==> src/rtl/wb_uart_pkg.sv <==
// Shared register map and TX state encoding for the Wishbone UART transmitter.
package wb_uart_pkg;

  localparam logic [1:0] ADDR_TXDATA     = 2'd0;
  localparam logic [1:0] ADDR_STATUS     = 2'd1;
  localparam int         STATUS_BUSY_BIT = 0;

  typedef enum logic [1:0] {
    IDLE,
    START,
    DATA,
    STOP
  } tx_state_e;

endpackage

==> src/rtl/uart_tx_serializer.sv <==
// 8N1 serializer, LSB first: owns the TX FSM, baud counter and shift register.
module uart_tx_serializer
  import wb_uart_pkg::*;
#(
  parameter int unsigned CLKS_PER_BIT = 434
) (
  input  logic       clk,
  input  logic       reset,
  input  logic       i_start,
  input  logic [7:0] i_byte,
  output logic       o_busy,
  output logic       o_tx
);

  localparam int unsigned      CNT_W   = (CLKS_PER_BIT > 1) ? $clog2(CLKS_PER_BIT) : 1;
  localparam logic [CNT_W-1:0] CNT_MAX = CNT_W'(CLKS_PER_BIT - 1);

  tx_state_e        state, state_next;
  logic [CNT_W-1:0] baud_cnt, baud_cnt_next;
  logic [2:0]       bit_idx, bit_idx_next;
  logic [7:0]       shift, shift_next;
  logic             tx, tx_next;
  logic             bit_done;

  assign bit_done = (baud_cnt == CNT_MAX);

  // NOTE: non-blocking assignments so every register samples pre-edge values.
  always_ff @(posedge clk or posedge reset) begin
    if (reset) begin
      state    <= IDLE;
      baud_cnt <= '0;
      bit_idx  <= '0;
      shift    <= '0;
      tx       <= 1'b1;
    end else begin
      state    <= state_next;
      baud_cnt <= baud_cnt_next;
      bit_idx  <= bit_idx_next;
      shift    <= shift_next;
      tx       <= tx_next;
    end
  end

  // NOTE: defaults first; a branch that skips an assignment would otherwise infer a latch.
  always_comb begin
    state_next    = state;
    baud_cnt_next = bit_done ? '0 : baud_cnt + 1'b1;
    bit_idx_next  = bit_idx;
    shift_next    = shift;
    tx_next       = tx;

    case (state)
      IDLE: begin
        baud_cnt_next = '0;
        if (i_start) begin
          state_next = START;
          shift_next = i_byte;
          tx_next    = 1'b0;
        end
      end
      START: begin
        if (bit_done) begin
          state_next   = DATA;
          bit_idx_next = '0;
          tx_next      = shift[0];
        end
      end
      DATA: begin
        if (bit_done) begin
          if (bit_idx == 3'd7) begin
            state_next = STOP;
            tx_next    = 1'b1;
          end else begin
            bit_idx_next = bit_idx + 3'd1;
            shift_next   = {1'b0, shift[7:1]};
            tx_next      = shift[1];
          end
        end
      end
      STOP: begin
        if (bit_done) begin
          state_next = IDLE;
          tx_next    = 1'b1;
        end
      end
      default: state_next = IDLE;
    endcase
  end

  assign o_busy = (state != IDLE);
  assign o_tx   = tx;

endmodule

==> src/rtl/wb_uart_tx.sv <==
// Wishbone pipelined slave fronting a transmit-only UART: decode, stall and registered ack/data.
module wb_uart_tx
  import wb_uart_pkg::*;
#(
  parameter int unsigned CLK_FREQ = 50_000_000,
  parameter int unsigned BAUD     = 115200
) (
  input  logic       clk,
  input  logic       reset,
  input  logic       i_wb_cyc,
  input  logic       i_wb_stb,
  input  logic       i_wb_we,
  input  logic [1:0] i_wb_addr,
  input  logic [7:0] i_wb_data,
  output logic       o_wb_ack,
  output logic       o_wb_stall,
  output logic [7:0] o_wb_data,
  output logic       o_uart_tx
);

  localparam int unsigned CLKS_PER_BIT = CLK_FREQ / BAUD;

  logic       busy;
  logic       req;
  logic       accept;
  logic       start;
  logic [7:0] status_word;
  logic [7:0] rdata_next;

  // Only a TXDATA write can stall; it waits for the serializer rather than dropping a byte.
  assign req        = i_wb_cyc & i_wb_stb;
  assign o_wb_stall = req & i_wb_we & (i_wb_addr == ADDR_TXDATA) & busy;
  assign accept     = req & ~o_wb_stall;
  assign start      = accept & i_wb_we & (i_wb_addr == ADDR_TXDATA);

  always_comb begin
    status_word                  = '0;
    status_word[STATUS_BUSY_BIT] = busy;
    rdata_next                   = '0;
    if (accept && !i_wb_we && (i_wb_addr == ADDR_STATUS)) rdata_next = status_word;
  end

  // Read data is zero on every non-ack cycle so the shared read bus can be OR-combined.
  always_ff @(posedge clk or posedge reset) begin
    if (reset) begin
      o_wb_ack  <= 1'b0;
      o_wb_data <= '0;
    end else begin
      o_wb_ack  <= accept;
      o_wb_data <= rdata_next;
    end
  end

  uart_tx_serializer #(
    .CLKS_PER_BIT(CLKS_PER_BIT)
  ) u_serializer (
    .clk    (clk),
    .reset  (reset),
    .i_start(start),
    .i_byte (i_wb_data),
    .o_busy (busy),
    .o_tx   (o_uart_tx)
  );

endmodule

==> config.mk <==
export PLATFORM = sky130hd
export DESIGN_NAME = wb_uart_tx
export DESIGN_NICKNAME = d
export VERILOG_FILES = /design/src/rtl/wb_uart_pkg.sv /design/src/rtl/uart_tx_serializer.sv /design/src/rtl/wb_uart_tx.sv
export SDC_FILE = /design/constraint.sdc
export NUM_CORES = 1
export LEC_CHECK = 0
export CAP_MARGIN = 10
export CORE_MARGIN = 2
export CORE_UTILIZATION = 45
export DETAILED_ROUTE_END_ITERATION = 7
export PLACE_DENSITY_LB_ADDON = 0.15
export SLEW_MARGIN = 20
export SYNTH_ARGS = -nofsm -noshare
export SYNTH_HDL_FRONTEND = slang
export SYNTH_HIERARCHICAL = 1
export SYNTH_SLANG_ARGS = --single-unit
==> constraint.sdc <==
create_clock -name clk -period 3.9 [get_ports clk]
set_input_delay 0.78 -clock clk [delete_from_list [all_inputs] [get_ports clk]]
set_output_delay 0.78 -clock clk [all_outputs]
set_load 0.005 [all_outputs]
**After elaboration in Yosys (flattened, before gate mapping)**

Index checks and enable logic that the tools add are counted.

- Output and inout bits: 11
- Input port bits: 15
- Logic and storage cells: 64
- Register bits: 32

- Reductions and logical operators: 12
- Bitwise operators: 8
- Multiplexer cells: 23
- $add $sub $neg: 2
- Equal/unequal tests: 12

Operators by type and width:

| cell | number |
|---|---|
| $mux W8 | 3 |
| $mux W9 | 2 |
| $pmux W8 S2 | 1 |
| $reduce_and A4 Y1 | 3 |
| $mux W2 | 5 |
| $add A9 B1 Y9 const B | 1 |
| $eq A9 B9 Y1 const B | 1 |
| $mux W3 | 3 |
| $ne A2 B1 Y1 const B | 4 |
| $pmux W2 S4 | 1 |
| $and A1 B1 Y1 | 7 |
| $mux W1 | 6 |
| $pmux W3 S2 | 1 |
| $reduce_bool A2 Y1 | 3 |
| $reduce_and A5 Y1 | 1 |
| $eq A2 B1 Y1 const B | 2 |
| $eq A2 B2 Y1 const B | 2 |
| $logic_not A2 Y1 | 2 |
| $ne A2 B2 Y1 const B | 2 |
| $pmux W1 S4 | 1 |
| $add A3 B1 Y3 const B | 1 |
| $eq A3 B3 Y1 const B | 1 |
| $logic_and A1 B1 Y1 | 2 |
| $logic_not A1 Y1 | 1 |
| $not A1 Y1 | 1 |

**Longest topological paths before layout**

- Depth in word-level cells: 10
- Mapped depth: 8

**Cells and area by module**

The synthesis kept the hierarchy.

Modules (own cells, without submodules):

| module | times used | sequential area each (um^2) | area each (um^2) | cells an instance |
|---|---|---|---|---|
| uart_tx_serializer | 1 | 576.8 | 1,292.5 | 118 |
| wb_uart_tx | 1 | 50.0 | 158.9 | 19 |

**Least setup slack after synthesis**

No wires, ideal clock.

- Path type: in2reg
- Start: input i_wb_addr[1]
- End: register u_serializer.shift[0]
- Buffers on the path: 0
- Path slack: 1.844 ns
- Arrival: 1.931 ns
- Stages: 6
- Cell sequence: nor2_1 > and4bb_2 > nand2b_1 > nand2_1 > o22ai_4 > mux2_2

- Longest elaborated chain between the ends: 9

RTL lines:

| what | line | source |
|---|---|---|
| start, declared | wb_uart_tx.sv:13 | `input logic [1:0] i_wb_addr,` |
| $logic_not A2 Y1 (*) | wb_uart_tx.sv:32, wb_uart_tx.sv:34 |  |
| $and A1 B1 Y1 (2 in a row) | wb_uart_tx.sv:32 | `assign o_wb_stall = req & i_wb_we & (i_wb_addr == ADDR_TXDATA) & busy;` |
| $not A1 Y1 | wb_uart_tx.sv:33 | `assign accept = req & ~o_wb_stall;` |
| $and A1 B1 Y1 | wb_uart_tx.sv:33 |  |
| $and A1 B1 Y1 | wb_uart_tx.sv:34 | `assign start = accept & i_wb_we & (i_wb_addr == ADDR_TXDATA);` |
| $and A1 B1 Y1 (*) | wb_uart_tx.sv:34 |  |
| named net start | wb_uart_tx.sv:26 | `logic start;` |
| $ne A2 B2 Y1 (no line) (*) | - |  |
| $reduce_and A4 Y1 (no line) (*) | - |  |
| end signal, assigned | uart_tx_serializer.sv:39 | `shift <= shift_next;` |
| end, declared | uart_tx_serializer.sv:21 | `logic [7:0] shift, shift_next;` |

The timed path passes the listed nets; every way through them passes the cells marked *.
A chain may end at the register's enable or synchronous reset.

**Worst setup path in the final report**

- Start: input i_wb_cyc
- End: output o_wb_stall

- Longest elaborated chain between the ends: 4

RTL lines:

| what | line | source |
|---|---|---|
| start, declared | wb_uart_tx.sv:10 | `input logic i_wb_cyc,` |
| $and A1 B1 Y1 | wb_uart_tx.sv:31 | `assign req = i_wb_cyc & i_wb_stb;` |
| $and A1 B1 Y1 (3 in a row) | wb_uart_tx.sv:32 |  |
| end, declared | wb_uart_tx.sv:16 | `output logic o_wb_stall,` |

No other way between the ends.

==> results.toml <==
[status]
outcome = "complete, no violations"

[finish]
fin_util = 0.548
layout.nets = 181
num_antenna_cells = 0
drive_above_1_share = 0.179
multi_input_area_um2 = 746
fin_area_um2 = 1670
stdcell_count = 200
ff_latch_area_um2 = 627
final_common_cell = "dfrtp_1"
final_cell_mix = "24 x dfrtp_1, 18 x clkdlybuf4s50_1, 15 x nor2_1, 15 x mux2_2, 10 x inv_1"
area_growth_pct = 15.2
fill_cells = 302

[die]
die_w_um = 60.8
die_area_um2 = 3700
core_um2 = 3050
io-pin-count = 26
fp.dieH_um = 60.8
initial_core_util = 0.475
rows = 20

[clock_tree]
clock_path_buffers = 2
clock_latency_ps = 310
cts_max_level = 1
hold_buffers = 0
clk_pin_slew_ps = 130
cts.repair.resized = 0
cts_tree = "built"
cts_root_buffer = "clkbuf_4"
postCtsSetupRepairBufs = 0
numClockSinks = 25
cts_made_buffers = 3

[grt]
grtUsageTotal = 0.146
grt-ovfl-total = 0
antenna_found_initial = 0
grt_first_pass_wirelength_um = 4030
grt_pass1_vias = 945
use_met3 = 0.0256
grt_start_max_net_pins = 24
use_met2 = 0.221
gr-usage-met1 = 0.205
grt-busiest-layer = "met2"

[pwr]
swShare = 0.361
p_leak_uw = 0.000746
p_per_area_nw_per_um2 = 499
peakVddDrop_mv = 0.260
sequentialPowerShare = 0.433
internal_power_uw = 533
p_clk_frac = 0.136
combPwrFrac = 0.430
p_sw_uw = 302

[timing]
timing.fmax_ghz = 0.349
rsz0062_at_grt = "no"
finalMaxSlewViolations = 0
tightest_slew_ps = 903
fin_setup_tns_ps = 0
hold_viol_final = 0
slew_headroom = 0.398
finalCritPeriodShare = 0.734
final.setup_skew_ps = 2.06
fin_crit_ps = 2860
setup_viol = 0
hold-worst-slack_ps = 520

[synthesis]
ys.flop_type = "dfrtp_1"
synth_mux_area_frac = 0.127
synth.largest_area_cell = "dfrtp_1"
yosysSeqAreaShare = 0.432
ys_top_cells_by_area = "dfrtp_1 41%, mux2_2 12%, ha_1 7.8%, buf_4 4.1%, nor2_1 3.9%"
synth_edf_count = 0
synth-seq-cells = 25
synth_top_family_by_area = "simple AND/OR/NAND/NOR gates"
avgSynthCellArea_um2 = 10.6
synth-simple-area-share = 0.173
synth_cells = 137
synth-xor-area-share = 0.0422
yosys_warnings = 6
synth_top_area_frac = 0.414
synthArstFlopShare = 1.00
synth_compound_area_frac = 0.0759
syn_area_um2 = 1450
synth_adder_area_share = 0.0776
ys_types = 35

[placed_design]
port_buffers = 18
dp_cells = 196
dpl.hpwl_um = 1840
placed_area_um2 = 1650
finalWeightedCongestion = 0.773

[route]
wl_um = 2450
drt_iter0_markers = 21
via_count = 993
drt_first_pass_iters = 4
avgRoutedWirePerCell_um = 12.2
viasPerCell = 4.97
final_antenna_net_count = 0
drc_errors = 0

[setup_path]
cp-start-kind = "input pin"
arrival_ps = 2080
critPathMaxFanout = 4
crit_chain = "clkdlybuf4s50_1, nand2_2, nor4_1, clkdlybuf4s50_1"
crit_top_cell = "clkdlybuf4s50_1"
cpPeakStageDelay_ps = 540
worstPathRequired_ps = 3120
worstSetupEndpointType = "output port"
crit_type = "input pin to output port"
slowest_stage = "clkdlybuf4s50_1"

[min_path]
hp-class = "flop to flop"

[job]
drv_cap = 0
through the flow:
step | total power, uW | worst slack (ps)
2_1_floorplan | 653 | 1840
5_1_grt | 911 | 941
4_1_cts | 846 | 1020
3_5_place_dp | 729 | 1020
3_3_place_gp | 718 | 1040
6_report | 835 | 1040
metal layers:
metal,up-vias,part of all wire
li1,499,-
met1,463,0.51
met2,29,0.45
met3,2,0.041
met4,0,0.0065
met5,-,0
final timing paths:
path | slack (ps) | cells past startpoint | from | end
max in group asynchronous | 2360 | 2 | reset | u_serializer/baud_cnt[3]$_DFF_PP0_
min in group asynchronous | 630 | 2 | reset | o_wb_ack$_DFF_PP0_
setup / recovery | 1040 | 4 | i_wb_cyc | o_wb_stall
hold reg to reg | 520 | 1 | u_serializer/shift[2]$_DFFE_PP0P_ | u_serializer/shift[2]$_DFFE_PP0P_
setup reg to reg | 1610 | 6 | u_serializer/state[0]$_DFFE_PP0P_ | u_serializer/shift[5]$_DFFE_PP0P_
hold / removal | 520 | 1 | u_serializer/shift[2]$_DFFE_PP0P_ | u_serializer/shift[2]$_DFFE_PP0P_
power groups by stage:
stage	registers, uW	clock network, uW	logic (uW)
6_report	362	114	359
4_1_cts	362	121	364
3_5_place_dp	367	0	361
2_1_floorplan	356	0	297
3_3_place_gp	364	0	354
5_1_grt	371	131	409
layout make-up:
cell class | instances | area share
Clock buffer | 4 | 0.0157
Sequential cell | 25 | 0.375
Inverter | 10 | 0.0225
Tap cell | 44 | 0.0329
Timing Repair Buffer | 18 | 0.108
Multi-Input combinational cell | 99 | 0.446
cell usage after synthesis (2+ instances only):
library cell	n
a21oi_1	2
buf_4	8
dfrtp_1	24
ha_1	9
inv_1	10
mux2_2	15
nand2_1	8
nand3_1	9
nor2_1	15
nor2b_1	2
nor3_1	2
nor4_1	2
o21ai_0	4
xnor2_1	6
sequential cells by signal, summed over array words and instances (netlist names):
name / flops
u_serializer/shift: 8
o_wb_data: 1
u_serializer/o_tx: 1
o_wb_ack: 1
u_serializer/bit_idx: 3
u_serializer/state: 2
u_serializer/baud_cnt: 9
critical path, delay by kind of cell:
family	cells	cell delay [ps]
buffers and inverters	2	1010
AND/OR/NAND/NOR	2	290
cells by family after synthesis:
kind of cell,Yosys count
muxes,16
adders and majority gates,9
other,1
AOI/OAI and AO/OA,14
DFF,25
and+or+nand+nor,46
buffers and inverters,19
xor gates and xnor gates,7
(Power assumes the default switching activity.)
